<file path="src/rtl/pcie_tx_block_gearbox.sv">
// pcie_tx_block_gearbox
//   128b/130b block encoder and 130->128 gearbox for the PCIe Gen3 PHY TX lane.
//   Each accepted 128-bit scrambled payload gets its 2-bit sync header prepended
//   in the LSBs, and the 130-bit block is packed into the 128-bit lane stream.
//   After 64 blocks the residue holds exactly 128 bits. It is emitted as one extra
//   word, and input is stalled for that cycle.
//   Optional build macro: PCIE_GBX_HDR_CHECK_EN enables the sticky hdr_err flag.
//   This flag is set when an accepted block carries a header of 2'b00 or 2'b11.

module pcie_tx_block_gearbox #(
    parameter int DATA_WIDTH = 128
) (
    input  logic                  clk,
    input  logic                  reset_n,
    input  logic [DATA_WIDTH-1:0] data_in,
    input  logic [1:0]            sync_hdr,
    input  logic                  in_valid,
    output logic                  in_ready,
    output logic [DATA_WIDTH-1:0] data_out,
    output logic                  out_valid,
    input  logic                  out_ready,
    output logic                  hdr_err
);

    localparam int         FLUSH_BLKS  = DATA_WIDTH / 2;
    localparam logic [6:0] FLUSH_PHASE = 7'(FLUSH_BLKS);

    if (DATA_WIDTH != 128) begin : g_width_check
        $error("pcie_tx_block_gearbox: only DATA_WIDTH=128 is supported");
    end

    logic [6:0]   phase_q, phase_d;
    logic [127:0] residue_q, residue_d;
    logic [127:0] data_q, data_d;
    logic         valid_q, valid_d;

    logic         advance;
    logic         at_flush;
    logic         accept;
    logic [129:0] blk;
    logic [6:0]   shift_amt;
    logic [255:0] packed_w;

    // Handshake: the output register is free when empty or being taken this cycle.
    always_comb begin
        advance  = !valid_q || out_ready;
        at_flush = (phase_q == FLUSH_PHASE);
        in_ready = reset_n && advance && !at_flush;
        accept   = in_valid && in_ready;
    end

    // The residue occupies bits [2k-1:0] and everything above it is zero.
    // The new block is shifted in above the residue.
    always_comb begin
        blk       = {data_in, sync_hdr};
        shift_amt = {phase_q[5:0], 1'b0};
        packed_w  = {128'b0, residue_q} | (256'(blk) << shift_amt);
    end

    // Next state: flush has priority at phase 64.
    // An idle cycle with a free output drops out_valid.
    always_comb begin
        phase_d   = phase_q;
        residue_d = residue_q;
        data_d    = data_q;
        valid_d   = valid_q;
        if (advance) begin
            if (at_flush) begin
                data_d    = residue_q;
                residue_d = '0;
                phase_d   = '0;
                valid_d   = 1'b1;
            end else if (in_valid) begin
                data_d    = packed_w[127:0];
                residue_d = packed_w[255:128];
                phase_d   = phase_q + 7'd1;
                valid_d   = 1'b1;
            end else begin
                valid_d   = 1'b0;
            end
        end
    end

    // State registers.
    always_ff @(posedge clk or negedge reset_n) begin
        if (!reset_n) begin
            phase_q   <= '0;
            residue_q <= '0;
            data_q    <= '0;
            valid_q   <= 1'b0;
        end else begin
            phase_q   <= phase_d;
            residue_q <= residue_d;
            data_q    <= data_d;
            valid_q   <= valid_d;
        end
    end

    assign data_out  = data_q;
    assign out_valid = valid_q;

`ifdef PCIE_GBX_HDR_CHECK_EN
    logic hdr_err_q, hdr_err_d;

    // Sticky flag for headers that are neither data (2'b10) nor ordered set (2'b01).
    always_comb begin
        hdr_err_d = hdr_err_q | (accept && (sync_hdr[0] == sync_hdr[1]));
    end

    // Sticky error register; only reset clears it.
    always_ff @(posedge clk or negedge reset_n) begin
        if (!reset_n) hdr_err_q <= 1'b0;
        else          hdr_err_q <= hdr_err_d;
    end

    assign hdr_err = hdr_err_q;
`else
    assign hdr_err = 1'b0;
`endif

endmodule

</file>
<file path="config.mk">
export PLATFORM = sky130hd
export DESIGN_NAME = pcie_tx_block_gearbox
export DESIGN_NICKNAME = d
export VERILOG_FILES = /design/src/rtl/pcie_tx_block_gearbox.sv
export SDC_FILE = /design/constraint.sdc
export NUM_CORES = 1
export LEC_CHECK = 0
export BUFFER_PORTS_ARGS = -buffer_cell sky130_fd_sc_hd__buf_2
export CELL_PAD_IN_SITES_DETAIL_PLACEMENT = 0
export CELL_PAD_IN_SITES_GLOBAL_PLACEMENT = 1
export CORE_ASPECT_RATIO = 1.5
export CORE_MARGIN = 3
export CORE_UTILIZATION = 46
export CTS_BUF_LIST = sky130_fd_sc_hd__clkbuf_4
export DETAILED_ROUTE_END_ITERATION = 7
export HOLD_SLACK_MARGIN = 0.08
export PLACE_DENSITY_LB_ADDON = 0.15
export SLEW_MARGIN = 20
export SYNTH_ARGS = -nofsm -noshare
export SYNTH_HDL_FRONTEND = slang
export SYNTH_SLANG_ARGS = --single-unit
export TNS_END_PERCENT = 50
</file>
<file path="constraint.sdc">
create_clock -name clk -period 7.6 [get_ports clk]
set_clock_uncertainty 0.2 [all_clocks]
set_input_delay 0.76 -clock clk [delete_from_list [all_inputs] [get_ports clk]]
set_output_delay 0.76 -clock clk [all_outputs]
set_load 0.1 [all_outputs]
</file>
==> results.ini <==
[sta]
fmax_mhz=211
max_slew.worst_pin.slew_ps=1210
finalHoldViolCount=0
holdWs_ps=196
min_period_ps=4740
tns_ps=0
max-slew-margin-rel_pct=18.6
finalSetupViolCount=0
rsz0062_at_grt=no
min_period_over_period_pct=62.3
slew_violations=0

[cts]
cts-buffers-inserted=67
cts.path.max_buffers=3
clock_latency_ps=750
ctsHtreeMaxLevel=3
post_cts_buffers=0
cts_resized=0
holdBufCountCts=1
cts_root_buffer=clkbuf_4
clkSinkCount=264
path_clk_slew_ps=60
cts_tree=yes

[yosys]
synth-seq-cells=264
yosysUniqueCellTypes=58
netlist_area_mm2=0.0192
syn_avg_cell_area_um2=9.72
yosysMostFrequentCell=dfrtp_1
syn-num-nets=2115
synth_top_area_share_pct=34.3
async_flop_share_pct=100
ys_warn_count=0
ys_seq_area_share_pct=34.3
synthTopCellsByArea=dfrtp_1 34%, mux4_2 15%, mux2_2 6.9%, mux2i_1 5.9%, nand2_1 4.3%
syn-instance-count=1979
synth_common_cells=264 x dfrtp_1, 221 x nand2_1, 213 x nor2_1, 151 x o21ai_0, 144 x a21oi_1
yosysTopAreaCell=dfrtp_1
ys.flop_type=dfrtp_1
synth_edf_count=0

[route]
num_vias=19100
wire_per_inst_um=33.0
drt.antenna.violating_nets=0
drtPass1Iterations=8
drc=6
drt_first_iter_violations=2591
drt-total-wl_um=91200
viasPerCell=6.93

[outcome]
violations=design-rule violations
status=finished, violations left

[setup_path]
crit_required_ps=8010
crit_path_top_delay_cell=mux2i_1
slowest_delay_ps=960
worstPathMaxFanout=61
crit_path_end_kind=flop
cp.arrival_ps=5140
cp_cell_sequence=buf_4 -> inv_4 -> buf_4 -> mux2i_1 -> o22ai_1 -> a21oi_1 -> nor2_1 -> a221o_1
critPathLaunchType=flop
r2r-end=residue_q[22]$_DFFE_PN0P_
endpoint=residue_q[22]$_DFFE_PN0P_
worst-r2r-setup-slack_ps=2860
rr_worst_depth=8
r2r_start=phase_q[2]$_DFFE_PN0P_
crit_type=reg -> reg
crit_path_start=phase_q[2]$_DFFE_PN0P_
cpMostUsedCell=buf_4

[place]
gp_congestion=1.11
io_buffers=263
dp_hpwl_um=67700

[min_path]
hold_class=in -> reg

[finish]
finalNetCount=2296
drive_gt1_share_pct=31.2
syn2layout_area_growth_pct=13.0

[global_routing]
grt_max_degree=170
antenna_found_initial=2
gr-total-overflow=0
grt_pass1_wl_um=131000
grt_util_all_layers_pct=40.1
grt_pass1_vias=18700

[floorplan]
ios=265
die-area_mm2=0.0444
rows=91
dieHeight_um=256
die_w_um=173
start_util_pct=46.7
core_area_mm2=0.0412

[job]
drv_cap=0

-- cell usage in the layout (no fill, tap or decap), types with 16 or more instances in the layout --
master,n
a221o_1,19
o22ai_1,48
nand2_1,218
mux2i_1,114
a22oi_1,51
o21a_1,17
nor3_1,21
nor2_1,210
buf_4,34
buf_2,263
o211ai_1,16
o21ai_0,151
clkbuf_4,100
mux2_2,117
mux4_2,132
a22o_1,40
dfrtp_1,259
a211oi_1,25
a21oi_1,144
a221oi_1,35
-- state kept, by name, summed over array words and instances (netlist names) --
signal     flops
residue_q    128
data_out     128
phase_q        7
out_valid      1
-- metrics by stage --
step,utilization [%],cell area (um2),worst slack (ps),instances
final,52.7,21700,2860,2763
after global routing,52.7,21700,2720,2763
after CTS,52.7,21700,2870,2762
after detailed placement,50.6,20800,3040,2648
after global placement,50.5,20800,3110,2644
after floorplan,-,19200,3910,1979
-- kinds of logic after synthesis --
kind of cell / after synthesis / share of synthesized area (%)
buf+inv: 198 / 4.42
xor+xnor: 4 / 0.182
compound gates: 642 / 22.0
mux: 363 / 28.2
flops: 264 / 34.3
other cells: 1 / 0.0195
fa+ha+maj: 2 / 0.130
simple gates: 505 / 10.7
-- final cells by class --
| cell class | instances | area, um2 |
|---|---|---|
| repair buffers | 302 | 1650 |
| clock inverters | 13 | 116 |
| multi-input cells | 1517 | 11900 |
| fillers | 3995 | 19500 |
| clock buffers | 100 | 751 |
| diodes | 1 | 2.50 |
| inverters | 8 | 32.5 |
| flip-flops and latches | 264 | 6620 |
| well taps | 558 | 698 |
-- worst max-delay path, delay by kind of cell (launching register included) --
kind / cells / cell delay [ps]
mux: 1 / 960
compound gates: 3 / 1090
buf+inv: 3 / 1650
flops: 1 / 560
simple gates: 1 / 80
-- worst min-delay path by stage --
| stage | slack (ps) | cells past startpoint | from | to |
|---|---|---|---|---|
| 2_1_floorplan | 240 | 2 | residue_q[78]$_DFFE_PN0P_ | residue_q[78]$_DFFE_PN0P_ |
| 5_1_grt | 190 | 2 | in_valid | out_valid$_DFFE_PN0N_ |
| 6_report | 200 | 3 | in_valid | phase_q[2]$_DFFE_PN0P_ |
| 3_3_place_gp | 250 | 2 | data_out[25]$_DFFE_PN0P_ | data_out[25]$_DFFE_PN0P_ |
| 4_1_cts | 120 | 3 | in_valid | phase_q[2]$_DFFE_PN0P_ |
| 3_5_place_dp | 250 | 2 | data_out[25]$_DFFE_PN0P_ | data_out[25]$_DFFE_PN0P_ |
-- metal layers --
metal / vias up / part of all wire, % / track usage (%)
met5: - / 0 / 0
met4: 0 / 10 / 33.2
met3: 336 / 9.1 / 8.25
met2: 1365 / 46 / 62.6
met1: 9476 / 35 / 47.5
li1: 7958 / - / -
Power is not shown: default switching activity piles up to over one toggle a cycle in this logic, so the estimate is an artifact.
